[config.mk]
export PLATFORM = sky130hd
export DESIGN_NAME = env_adsr_flat
export DESIGN_NICKNAME = d
export VERILOG_FILES = /design/src/rtl/env_adsr_pkg.sv /design/src/rtl/env_adsr_if.sv /design/src/rtl/env_adsr_vca.sv /design/src/rtl/env_adsr.sv /design/src/flat_wrapper.sv
export SDC_FILE = /design/constraint.sdc
export NUM_CORES = 1
export LEC_CHECK = 0
export CORE_ASPECT_RATIO = 0.7
export CORE_MARGIN = 1.5
export CORE_UTILIZATION = 35
export DETAILED_ROUTE_END_ITERATION = 6
export HOLD_SLACK_MARGIN = 0.05
export REMOVE_ABC_BUFFERS = 1
export SYNTH_ARGS = -nofsm -noshare
export SYNTH_HDL_FRONTEND = slang
export SYNTH_SLANG_ARGS = --single-unit
[constraint.sdc]
create_clock -name clk -period 12.6 [get_ports clk]
set_input_delay 1.26 -clock clk [delete_from_list [all_inputs] [get_ports clk]]
set_output_delay 1.26 -clock clk [all_outputs]
set_load 0.05 [all_outputs]
[src/rtl/env_adsr_pkg.sv]
// Shared types and helpers for the ADSR envelope generator / VCA voice stage.
package env_adsr_pkg;

  typedef enum logic [2:0] {
    ST_IDLE    = 3'd0,
    ST_ATTACK  = 3'd1,
    ST_DECAY   = 3'd2,
    ST_SUSTAIN = 3'd3,
    ST_RELEASE = 3'd4
  } env_state_t;

  localparam logic [15:0] LEVEL_MAX = 16'hFFFF;

  function automatic logic [15:0] sustain_target(input logic [7:0] sustain_level);
    return {sustain_level, 8'h00};
  endfunction

endpackage

[src/rtl/env_adsr_if.sv]
// Voice-path bundle for env_adsr: tick/gate/sample/rates in, scaled sample and envelope status out.
interface env_adsr_if #(
  parameter int RATE_W = 12
);
  import env_adsr_pkg::*;

  logic              sample_tick;
  logic              gate;
  logic [15:0]       sig_in;
  logic [RATE_W-1:0] attack_rate;
  logic [RATE_W-1:0] decay_rate;
  logic [7:0]        sustain_level;
  logic [RATE_W-1:0] release_rate;
  logic [15:0]       sig_out;
  logic              out_valid;
  logic [15:0]       env_level;
  env_state_t        env_state;
  logic              active;

  modport master (
    output sample_tick, gate, sig_in, attack_rate, decay_rate, sustain_level, release_rate,
    input  sig_out, out_valid, env_level, env_state, active
  );

  modport slave (
    input  sample_tick, gate, sig_in, attack_rate, decay_rate, sustain_level, release_rate,
    output sig_out, out_valid, env_level, env_state, active
  );

endinterface

[src/rtl/env_adsr_vca.sv]
// Registered signed 16x17 VCA multiply; out_valid pulses the cycle after each sample tick.
module env_adsr_vca (
  input  logic        clk,
  input  logic        rst_n,
  input  logic        sample_tick,
  input  logic [15:0] sig_in,
  input  logic [15:0] level,
  output logic [15:0] sig_out,
  output logic        out_valid
);

  logic signed [32:0] product;
  logic               unused_product_bits;

  // Level is unsigned, so it gets a zero sign bit; the product always fits in bits [31:16].
  assign product             = $signed(sig_in) * $signed({1'b0, level});
  assign unused_product_bits = ^{product[32], product[15:0]};

  always_ff @(posedge clk or negedge rst_n) begin
    if (!rst_n) begin
      sig_out   <= 16'h0000;
      out_valid <= 1'b0;
    end else begin
      out_valid <= sample_tick;
      if (sample_tick) begin
        sig_out <= product[31:16];
      end
    end
  end

endmodule

[src/rtl/env_adsr.sv]
// Gated ADSR envelope + VCA. Define ENV_ADSR_LEGATO_EN to ignore retrigger while in DECAY/SUSTAIN.
//
// state      | meaning
// IDLE       | level parked (normally 0), waiting for a rising gate
// ATTACK     | level climbs by attack_rate per tick, saturating at LEVEL_MAX
// DECAY      | level falls by decay_rate per tick, floored at the sustain target
// SUSTAIN    | level tracks the live sustain target every tick
// RELEASE    | level falls by release_rate per tick, floored at 0
module env_adsr
  import env_adsr_pkg::*;
#(
  parameter int RATE_W = 12
) (
  input  logic       clk,
  input  logic       rst_n,
  env_adsr_if.slave  bus
);

  env_state_t  state_q, state_d, phase;
  logic [15:0] level_q, level_d;
  logic        gate_prev_q;
  logic        rise;
  logic [15:0] target, att_inc, dec_step, rel_step;
  logic [16:0] att_sum;

  assign target   = sustain_target(bus.sustain_level);
  assign att_inc  = {{(16-RATE_W){1'b0}}, bus.attack_rate};
  assign dec_step = {{(16-RATE_W){1'b0}}, bus.decay_rate};
  assign rel_step = {{(16-RATE_W){1'b0}}, bus.release_rate};
  assign rise     = bus.gate & ~gate_prev_q;

  always_ff @(posedge clk or negedge rst_n) begin
    if (!rst_n) begin
      state_q     <= ST_IDLE;
      level_q     <= 16'h0000;
      gate_prev_q <= 1'b0;
    end else if (bus.sample_tick) begin
      state_q     <= state_d;
      level_q     <= level_d;
      gate_prev_q <= bus.gate;
    end
  end

  // Gate events pick the phase for this tick, then that phase's arithmetic runs on the same tick.
  always_comb begin
    phase   = state_q;
    state_d = state_q;
    level_d = level_q;
    att_sum = {1'b0, level_q} + {1'b0, att_inc};

    if (!bus.gate && (state_q inside {ST_ATTACK, ST_DECAY, ST_SUSTAIN})) begin
      phase = ST_RELEASE;
    end else if (rise) begin
`ifdef ENV_ADSR_LEGATO_EN
      if (state_q == ST_IDLE || state_q == ST_RELEASE) begin
        phase = ST_ATTACK;
      end
`else
      phase = ST_ATTACK;
`endif
    end

    state_d = phase;
    case (phase)
      ST_ATTACK: begin
        if (att_sum >= {1'b0, LEVEL_MAX}) begin
          level_d = LEVEL_MAX;
          state_d = ST_DECAY;
        end else begin
          level_d = att_sum[15:0];
        end
      end
      ST_DECAY: begin
        if (level_q <= target || (level_q - target) <= dec_step) begin
          level_d = target;
          state_d = ST_SUSTAIN;
        end else begin
          level_d = level_q - dec_step;
        end
      end
      ST_SUSTAIN: begin
        level_d = target;
      end
      ST_RELEASE: begin
        if (level_q <= rel_step) begin
          level_d = 16'h0000;
          state_d = ST_IDLE;
        end else begin
          level_d = level_q - rel_step;
        end
      end
      default: begin
        level_d = level_q;
      end
    endcase
  end

  assign bus.env_level = level_q;
  assign bus.env_state = state_q;
  assign bus.active    = (state_q != ST_IDLE);

  // VCA sees level_q, i.e. the level before this tick's envelope update.
  env_adsr_vca u_vca (
    .clk         (clk),
    .rst_n       (rst_n),
    .sample_tick (bus.sample_tick),
    .sig_in      (bus.sig_in),
    .level       (level_q),
    .sig_out     (bus.sig_out),
    .out_valid   (bus.out_valid)
  );

endmodule

[src/flat_wrapper.sv]
// flat-port wrapper written by rule: the top's interface ports become plain ports
module env_adsr_flat import env_adsr_pkg::*;
#(
  parameter int RATE_W = 12
)
  (clk, rst_n, bus_sample_tick, bus_gate, bus_sig_in, bus_attack_rate, bus_decay_rate, bus_sustain_level, bus_release_rate, bus_sig_out, bus_out_valid, bus_env_level, bus_env_state, bus_active);
  env_adsr_if #(.RATE_W(RATE_W)) bus_i ();
  input  logic clk;
  input  logic rst_n;
  input wire logic [$bits(bus_i.sample_tick)-1:0] bus_sample_tick;
  input wire logic [$bits(bus_i.gate)-1:0] bus_gate;
  input wire logic [$bits(bus_i.sig_in)-1:0] bus_sig_in;
  input wire logic [$bits(bus_i.attack_rate)-1:0] bus_attack_rate;
  input wire logic [$bits(bus_i.decay_rate)-1:0] bus_decay_rate;
  input wire logic [$bits(bus_i.sustain_level)-1:0] bus_sustain_level;
  input wire logic [$bits(bus_i.release_rate)-1:0] bus_release_rate;
  output wire logic [$bits(bus_i.sig_out)-1:0] bus_sig_out;
  output wire logic [$bits(bus_i.out_valid)-1:0] bus_out_valid;
  output wire logic [$bits(bus_i.env_level)-1:0] bus_env_level;
  output wire logic [$bits(bus_i.env_state)-1:0] bus_env_state;
  output wire logic [$bits(bus_i.active)-1:0] bus_active;
  assign bus_i.sample_tick = bus_sample_tick;
  assign bus_i.gate = bus_gate;
  assign bus_i.sig_in = bus_sig_in;
  assign bus_i.attack_rate = bus_attack_rate;
  assign bus_i.decay_rate = bus_decay_rate;
  assign bus_i.sustain_level = bus_sustain_level;
  assign bus_i.release_rate = bus_release_rate;
  assign bus_sig_out = bus_i.sig_out;
  assign bus_out_valid = bus_i.out_valid;
  assign bus_env_level = bus_i.env_level;
  assign bus_env_state = bus_i.env_state;
  assign bus_active = bus_i.active;
  env_adsr #(.RATE_W(RATE_W)) u_core (.clk(clk), .rst_n(rst_n), .bus(bus_i));
endmodule
==> results of run 1 <==
[cell usage after synthesis, types with 2 or more instances]
master / instances
or4_1: 3
o21bai_1: 7
a211o_1: 5
o21ai_1: 3
a21oi_1: 51
nor2_1: 65
xor2_1: 10
o211a_1: 2
inv_1: 284
a31oi_1: 10
or3_1: 3
nor4_1: 6
dfrtp_1: 37
ha_1: 162
xnor2_1: 45
o21a_1: 8
o2111ai_1: 4
a221oi_1: 15
and2_1: 125
o41ai_1: 2
o22ai_1: 2
nor3_1: 22
nand3_1: 15
a41oi_1: 2
nand2b_1: 6
clkbuf_1: 49
nand4b_1: 2
a211oi_2: 2
a21o_1: 30
a211oi_1: 17
nand2_1: 161
a2111oi_2: 2
a21boi_0: 2
o21ai_0: 26
and3_1: 7
nor2b_1: 8
buf_2: 2
a22oi_1: 3
fa_1: 197
a31o_2: 2
mux2_2: 16
o211ai_1: 8
nand4_1: 10
a21oi_2: 3
[per-layer routing]
metal | global-route usage (%) | share of wire (%)
met3 | 2.86 | 6.1
met4 | 3.44 | 1.6
met5 | 0 | 0
met2 | 30.3 | 43
met1 | 29.2 | 50
[flip-flops by register name, summed over array words and instances, names as in the netlist]
register                cells
u_core.bus.env_level       16
u_core.gate_prev_q          1
u_core.u_vca.sig_out       16
u_core.bus.env_state        3
u_core.u_vca.out_valid      1
[how the worst min path moves through the flow]
stage | startpoint | endpoint | slack [ps] | cells past startpoint
2_1_floorplan | u_core.gate_prev_q | u_core.gate_prev_q | 590 | 1
6_report | u_core.u_vca.sig_out[5] | u_core.u_vca.sig_out[5] | 500 | 1
3_3_place_gp | u_core.u_vca.sig_out[5] | u_core.u_vca.sig_out[5] | 470 | 1
4_1_cts | u_core.u_vca.sig_out[5] | u_core.u_vca.sig_out[5] | 500 | 1
3_5_place_dp | u_core.u_vca.sig_out[5] | u_core.u_vca.sig_out[5] | 470 | 1
5_1_grt | u_core.u_vca.sig_out[11] | u_core.u_vca.sig_out[11] | 540 | 1
[cell families after synthesis]
kind of cell	Yosys count	synth area share, %
AND/OR/NAND/NOR	439	17.2
adder cells (fa/ha/maj)	359	47.5
buffers and inverters	336	10.1
AO/OA/AOI/OAI	221	12.6
XOR/XNOR	55	3.83
flip-flops	37	7.37
multiplexers	16	1.43
[stage by stage]
stage	util [%]	std cells	area, um2	setup slack [ps]
detailed placement	40.2	2001	14100	4180
floorplan	-	1411	12400	5760
CTS	40.6	2009	14200	4480
global route	40.6	2009	14200	4140
finish	40.6	2009	14200	4490
global placement	40.2	2001	14100	4230
[layout make-up]
type	instances	area, um2	share of cell area, %
multi-input cells	1090	10400	72.9
repair buffers	118	1130	7.95
inverters	284	1070	7.49
flip-flops and latches	37	926	6.51
well taps	472	591	4.15
clock buffers	5	125	0.879
clock inverters	3	17.5	0.123
==> flow_metrics.env, run 1 <==
export IMPL_outcome="completed"
export IMPL_clockRootBuffer="clkbuf_16"
export IMPL_rows=57
export IMPL_synth_top_cell_by_area="fa_1"
export IMPL_layout_min_cycle_time_ps=8110
export IMPL_ant_nets=0
export IMPL_first_pass_iters=6
export IMPL_pin_count=101
export IMPL_slew_headroom_pct=34.8
export IMPL_clk_latency_ps=290
export IMPL_critPathLaunchType="input port"
export IMPL_drt_wl_total_um=35000
export IMPL_synth_top_area_share_pct=31.4
export IMPL_yosysWarningCount=0
export IMPL_post_cts_resized=0
export IMPL_ff2ff_setup_slack_ps=5550
export IMPL_clockBufferDepth=2
export IMPL_synthCells=1463
export IMPL_core_mm2=0.0350
export IMPL_routed_via_density=5.02
export IMPL_port_buffers=100
export IMPL_yosysUniqueCellTypes=66
export IMPL_holdWs_ps=501
export IMPL_dp_hpwl_um=28500
export IMPL_dr_total_vias=10100
export IMPL_path_clk_slew_ps=60
export IMPL_synth_edff_count=0
export IMPL_cts_setup_buffers=0
export IMPL_rr_endpoint="u_core.u_vca.sig_out[14]"
export IMPL_cpMaxStageDelayCell="clkdlybuf4s50_1"
export IMPL_fill_cells=3470
export IMPL_start_util_pct=35.9
export IMPL_drive_gt1_share_pct=4.03
export IMPL_cts_sinks=37
export IMPL_setup_viol_count_final=0
export IMPL_fin_crit_sh_pct=64.4
export IMPL_startpoint="bus_sig_in[7]"
export IMPL_syn_cell_area_mm2=0.0126
export IMPL_worstPathMaxFanout=16
export IMPL_fp_dieArea_mm2=0.0371
export IMPL_path_cells="clkdlybuf4s50_1 > nand2_1 > fa_1 > inv_1 > fa_1 > inv_1 > fa_1 > inv_1 > fa_1 > fa_1 > inv_1 > fa_1 > inv_1 > ha_1 > a211oi_1 > nand2_1 > a41oi_1 > o2111ai_4 > a31oi_2 > o21ai_2 > a211oi_1 > xnor2_1 > mux2_2"
export IMPL_ys_seq_elements=37
export IMPL_syn_avg_cell_area_um2=8.59
export IMPL_nNetsFinal=1959
export IMPL_required_ps=12780
export IMPL_seq_area_frac_synth_pct=7.37
export IMPL_syn2layout_area_growth_pct=13.3
export IMPL_synth_ff_type="dfrtp_1"
export IMPL_layout_common_cells="inv_1 (284), fa_1 (197), ha_1 (162), nand2_1 (161), and2_1 (125)"
export IMPL_die_y_um=162
export IMPL_async_flop_share_pct=100
export IMPL_antenna_found_initial=0
export IMPL_hold_class="reg2reg"
export IMPL_grt_setup_unrepaired="false"
export IMPL_grt_pass1_vias=10500
export IMPL_maxCapViolCount=0
export IMPL_cts_tree="done"
export IMPL_die_w_um=229
export IMPL_max_slew_worst_pin_slew_ps=978
export IMPL_ff2ff_path_depth=22
export IMPL_endpoint="u_core.u_vca.sig_out[14]"
export IMPL_critPathTopFamily="adder cells"
export IMPL_cts_hold_buffers=0
export IMPL_synthTopCellsByArea="fa_1 (31%), ha_1 (16%), inv_1 (8.5%)"
export IMPL_grt_max_degree=38
export IMPL_timing_rr_start="u_core.bus.env_level[2]"
export IMPL_route_detailed_drc=0
export IMPL_finalClockSkew_ps=3.11
export IMPL_first_iter_violations=690
export IMPL_grt_ovfl_total=0
export IMPL_maxSlewViolCount=0
export IMPL_avgRoutedWirePerCell_um=17.4
export IMPL_crit_type="in2reg"
export IMPL_cpMostUsedCell="fa_1"
export IMPL_crit_buf_inv=6
export IMPL_clock_fmax_mhz=123
export IMPL_crit_path_end_kind="register"
export IMPL_htreeDepth=2
export IMPL_gp_congestion=0.870
export IMPL_crit_cells=23
export IMPL_grt_pass1_wl_um=57400
export IMPL_cpPeakStageDelay_ps=1000
export IMPL_tns_ps=0
export IMPL_final_common_cell="inv_1"
export IMPL_numCtsBuffers=5
export IMPL_hold_violations=0
export IMPL_crit_arrival_ps=8290
export IMPL_track_usage_pct=19.6
export IMPL_antenna_cells=0
Power of run 1 is not shown: default switching activity piles up to over one toggle a cycle in this logic, so the estimate is an artifact.
==> run 2, diff against run 1 <==
==> constraint.sdc (replaced) <==
create_clock -name clk -period 6.88 [get_ports clk]
set_input_delay 0.688 -clock clk [delete_from_list [all_inputs] [get_ports clk]]
set_output_delay 0.688 -clock clk [all_outputs]
set_load 0.05 [all_outputs]
==> run 2 against run 1 <==
Via count increased by 3.6%; non-clock buffer count increased by 70; worst setup slack worse by 4200 ps; critical path type unchanged; register-to-register slack worse by 5100 ps; cell area increased by 4.3%; clock skew increased by 7.0 ps; core utilization up 1.8 points; flip-flop and latch count stayed put; cell count rose by 3.5%; critical path depth shrank 2; sequential share of layout area shrank 0.27 points; clock-buffer cell count stayed put.
==> flow_metrics.env, run 2 (synthesized netlist as in run 1, its figures left out) <==
export IMPL_outcome="completed"
export IMPL_cts_tree="done"
export IMPL_start_util_pct=35.9
export IMPL_hp_start="u_core.u_vca.sig_out[5]"
export IMPL_grt_pass1_wl_um=59100
export IMPL_dp_hpwl_um=30600
export IMPL_fin_crit_sh_pct=96.4
export IMPL_pin_count=101
export IMPL_clk_latency_ps=300
export IMPL_grt_max_degree=38
export IMPL_track_usage_pct=20.4
export IMPL_crit_path_end_kind="register"
export IMPL_place_area_mm2=0.0146
export IMPL_crit_type="in2reg"
export IMPL_maxSlewViolCount=0
export IMPL_avgRoutedWirePerCell_um=17.5
export IMPL_required_ps=7060
export IMPL_seq_area_um2=926
export IMPL_hold_violations=0
export IMPL_ff2ff_setup_slack_ps=400
export IMPL_crit_buf_inv=4
export IMPL_final_common_cell="inv_1"
export IMPL_fp_dieArea_mm2=0.0371
export IMPL_fin_util_pct=42.4
export IMPL_syn2layout_area_growth_pct=18.2
export IMPL_ant_nets=0
export IMPL_path_cells="clkdlybuf4s50_1 > buf_4 > and2_1 > fa_1 > fa_1 > fa_1 > fa_1 > fa_1 > inv_1 > fa_1 > inv_1 > ha_1 > nand2_1 > a21oi_1 > nand3_1 > o2111ai_4 > a41oi_4 > and2b_2 > nor2_2 > xnor2_1 > mux2_2"
export IMPL_tns_ps=0
export IMPL_antenna_cells=0
export IMPL_nNetsFinal=2029
export IMPL_critPathTopFamily="adder cells"
export IMPL_worstPathMaxFanout=10
export IMPL_die_w_um=229
export IMPL_drive_gt1_share_pct=8.53
export IMPL_grt_pass1_vias=10600
export IMPL_clockBufferDepth=2
export IMPL_layout_min_cycle_time_ps=6630
export IMPL_antenna_found_initial=0
export IMPL_clockRootBuffer="clkbuf_16"
export IMPL_numCtsBuffers=5
export IMPL_crit_arrival_ps=6810
export IMPL_final_area_mm2=0.0148
export IMPL_cpMostUsedCell="fa_1"
export IMPL_timing_rr_start="u_core.bus.env_level[11]"
export IMPL_htreeDepth=2
export IMPL_hold_path_end="u_core.u_vca.sig_out[5]"
export IMPL_worst_hold_path_num_cells=1
export IMPL_cpMaxStageDelayCell="fa_1"
export IMPL_clock_fmax_mhz=151
export IMPL_path_clk_slew_ps=60
export IMPL_finalClockSkew_ps=10.1
export IMPL_critPathLaunchType="input port"
export IMPL_dr_total_vias=10500
export IMPL_fill_cells=3464
export IMPL_cts_hold_buffers=0
export IMPL_rows=57
export IMPL_slew_headroom_pct=35.3
export IMPL_routed_via_density=5.03
export IMPL_route_detailed_drc=0
export IMPL_hold_class="reg2reg"
export IMPL_holdWs_ps=486
export IMPL_multi_input_area_mm2=0.0104
export IMPL_first_iter_violations=671
export IMPL_cpPeakStageDelay_ps=620
export IMPL_core_mm2=0.0350
export IMPL_max_slew_worst_pin_slew_ps=971
export IMPL_ff2ff_path_depth=22
export IMPL_rr_endpoint="u_core.u_vca.sig_out[8]"
export IMPL_die_y_um=162
export IMPL_setup_viol_count_final=0
export IMPL_gp_congestion=0.915
export IMPL_first_pass_iters=6
export IMPL_cts_sinks=37
export IMPL_port_buffers=100
export IMPL_drt_wl_total_um=36500
export IMPL_grt_ovfl_total=0
export IMPL_layout_common_cells="inv_1 (284), fa_1 (196), ha_1 (162), nand2_1 (161), and2_1 (125)"
export IMPL_maxCapViolCount=0
-- run 2: cell count changes in the layout (fill, tap and decap cells not counted), moves of 2 or more --
| cell | previous run | this run |
|---|---|---|
| buf_4 | 18 | 87 |
| clkdlybuf4s50_1 | 99 | 91 |
| dlymetal6s2s_1 | 0 | 7 |
| clkinv_2 | 2 | 0 |
-- run 2: final cells by class --
class / instances / area share [%]
clock inverters: 3 / 0.312
repair buffers: 188 / 11.3
multi-input cells: 1090 / 70.2
inverters: 284 / 7.18
clock buffers: 5 / 0.843
well taps: 472 / 3.98
flip-flops and latches: 37 / 6.24
-- run 2: how the worst max path moves through the flow --
stage	startpoint	end	depth (start not counted)	slack, ps
finish	bus_sig_in[13]	u_core.u_vca.sig_out[8]	21	250
global route	bus_sig_in[10]	u_core.u_vca.sig_out[14]	24	-2
CTS	bus_sig_in[6]	u_core.u_vca.sig_out[15]	23	10
detailed placement	bus_sig_in[8]	u_core.u_vca.sig_out[15]	23	-330
global placement	bus_sig_in[8]	u_core.u_vca.sig_out[15]	24	-270
floorplan	u_core.bus.env_level[5]	u_core.u_vca.sig_out[14]	22	340
-- run 2: per-layer routing --
layer | vias to the layer above | GRT usage (%) | share of wire, %
met1 | 5090 | 30.7 | 48
li1 | 4991 | - | -
met5 | - | 0 | 0
met2 | 350 | 31.4 | 44
met3 | 19 | 3.44 | 7.6
met4 | 0 | 2.15 | 0.84
-- run 2: per-stage QoR --
| step | std cells | worst slack [ps] |
|---|---|---|
| after floorplan | 1411 | 339 |
| after global placement | 2068 | -267 |
| after detailed placement | 2068 | -330 |
| after CTS | 2076 | 12.1 |
| after global routing | 2079 | -1.71 |
| final | 2079 | 250 |
-- run 2: what timing repair did --
action | in CTS | in global routing
resized for setup | 1 | 16
pin swaps | 0 | 11
setup buffers | 0 | 3
endpoints found under the hold margin | 0 | 0
setup endpoints to repair | 1 | 10
cloned | 0 | 0
Power of run 2 is left out for the same reason.
==> run 3, diff against run 2 <==
--- a/config.mk
+++ b/config.mk
@@ -5,6 +5,7 @@
 export SDC_FILE = /design/constraint.sdc
 export NUM_CORES = 1
 export LEC_CHECK = 0
+export CAP_MARGIN = 40
 export CORE_ASPECT_RATIO = 0.7
 export CORE_MARGIN = 1.5
 export CORE_UTILIZATION = 35
==> run 3 against run 2 <==
Critical path depth grew 4; worst hold slack lost 210 ps; maximum frequency is essentially flat; cell area grew 0.17%; routed wire length is essentially flat; clock skew shrank 2.9 ps; critical path type unchanged; highest routed layer unchanged.
==> flow_metrics.env, run 3 (synthesized netlist as in run 1, its figures left out) <==
export IMPL_grt_pass1_wl_um=59200
export IMPL_ff2ff_path_depth=21
export IMPL_hold_violations=0
export IMPL_hold_class="in2async"
export IMPL_ff2ff_setup_slack_ps=360
export IMPL_max_slew_worst_pin_slew_ps=825
export IMPL_crit_type="in2reg"
export IMPL_track_usage_pct=20.3
export IMPL_route_detailed_drc=0
export IMPL_clock_fmax_mhz=151
export IMPL_grt_max_degree=30
export IMPL_port_buffers=100
export IMPL_crit_arrival_ps=6810
export IMPL_layout_common_cells="inv_1 (284), fa_1 (196), ha_1 (162), nand2_1 (161), and2_1 (125)"
export IMPL_avgRoutedWirePerCell_um=17.5
export IMPL_drt_wl_total_um=36500
export IMPL_dp_cells=2070
export IMPL_ant_nets=0
export IMPL_htreeDepth=2
export IMPL_outcome="completed"
export IMPL_first_pass_iters=5
export IMPL_cts_hold_buffers=0
export IMPL_slew_headroom_pct=45.0
export IMPL_maxSlewViolCount=0
export IMPL_drive_gt1_share_pct=8.65
export IMPL_routed_via_density=5.05
export IMPL_start_util_pct=35.9
export IMPL_maxCapViolCount=0
export IMPL_rows=57
export IMPL_dr_total_vias=10500
export IMPL_syn2layout_area_growth_pct=18.4
export IMPL_required_ps=7070
export IMPL_grt_ovfl_total=0
export IMPL_first_iter_violations=760
export IMPL_clockRootBuffer="clkbuf_16"
export IMPL_die_y_um=162
export IMPL_rr_endpoint="u_core.u_vca.sig_out[8]"
export IMPL_finalClockSkew_ps=7.28
export IMPL_nNetsFinal=2029
export IMPL_critPathLaunchType="input port"
export IMPL_cts_sinks=37
export IMPL_dp_hpwl_um=30800
export IMPL_clockBufferDepth=2
export IMPL_crit_path_end_kind="register"
export IMPL_grt_pass1_vias=10600
export IMPL_core_mm2=0.0350
export IMPL_layout_cells_non_filler=2079
export IMPL_layout_min_cycle_time_ps=6630
export IMPL_antenna_found_initial=0
export IMPL_die_w_um=229
export IMPL_numCtsBuffers=5
export IMPL_final_common_cell="inv_1"
export IMPL_fin_crit_sh_pct=96.3
export IMPL_pin_count=101
export IMPL_setup_viol_count_final=0
export IMPL_timing_rr_start="u_core.bus.env_level[12]"
export IMPL_path_clk_slew_ps=60
export IMPL_gp_congestion=0.915
export IMPL_cts_tree="done"
export IMPL_fp_dieArea_mm2=0.0371
export IMPL_worstPathMaxFanout=6
export IMPL_fin_util_pct=42.5
export IMPL_clk_latency_ps=300
export IMPL_fill_cells=3458
export IMPL_antenna_cells=0
-- run 3: cell counts in the layout (fill, tap and decap cells not counted) --
No cell type changed its count.
-- run 3: worst max-delay path by stage --
stage,cells past startpoint,to,startpoint,slack [ps]
CTS,23,u_core.u_vca.sig_out[15],bus_sig_in[10],10
floorplan,22,u_core.u_vca.sig_out[14],u_core.bus.env_level[5],340
global placement,24,u_core.u_vca.sig_out[15],bus_sig_in[8],-270
finish,25,u_core.u_vca.sig_out[8],bus_sig_in[12],250
global route,25,u_core.u_vca.sig_out[15],bus_sig_in[12],-30
detailed placement,23,u_core.u_vca.sig_out[15],bus_sig_in[8],-340
-- run 3: repair_timing --
item | in CTS | in global routing
pin swaps | 0 | 6
buffers inserted | 0 | 1
endpoints found under the setup margin | 1 | 10
gates resized for setup | 1 | 18
gates cloned | 0 | 0
-- run 3: final cells by class --
class                      count  area (um2)  share of cell area (%)
sequential                    37         926                    6.23
inverter                     284        1070                    7.17
tap                          472         591                    3.97
clock inverter                 3        46.3                   0.311
timing repair buffer         188        1700                    11.4
clock buffer                   5         125                   0.841
multi-input combinational   1090       10400                    70.1
-- run 3: worst max-delay path: stages --
cell and delay, ps:
clkdlybuf4s50_1 460, buf_4 170, nand2_1 90, fa_1 450
inv_1 120, fa_1 400, inv_1 90, fa_1 400
inv_1 90, fa_1 420, fa_1 550, inv_1 50
fa_1 530, inv_1 40, ha_1 320, a211oi_1 210
nand2_1 170, a41oi_2 240, buf_4 150, o2111ai_4 190
a41oi_4 290, and2b_2 250, nor2_1 110, xnor2_1 80
mux2_2 260
-- run 3: metrics by stage --
| step | worst slack (ps) | cell area, um2 | hold slack [ps] | TNS [ps] |
|---|---|---|---|---|
| after global routing | -34.1 | 14900 | 292 | -57.1 |
| after CTS | 10.7 | 14800 | 286 | 0 |
| final | 255 | 14900 | 277 | 0 |
| after global placement | -267 | 14600 | 472 | -1690 |
| after floorplan | 339 | 12400 | 392 | 0 |
| after detailed placement | -345 | 14600 | 478 | -2300 |
-- run 3: metal layers --
metal / up-vias / part of all wire (%) / routed length [um] / GRT usage [%]
met3: 29 / 6.6 / 2420 / 2.70
li1: 4984 / - / - / -
met2: 346 / 43 / 15800 / 31.3
met1: 5141 / 49 / 17900 / 30.9
met5: - / 0 / 0 / 0
met4: 0 / 1.1 / 396 / 2.60
Power of run 3 is left out for the same reason.
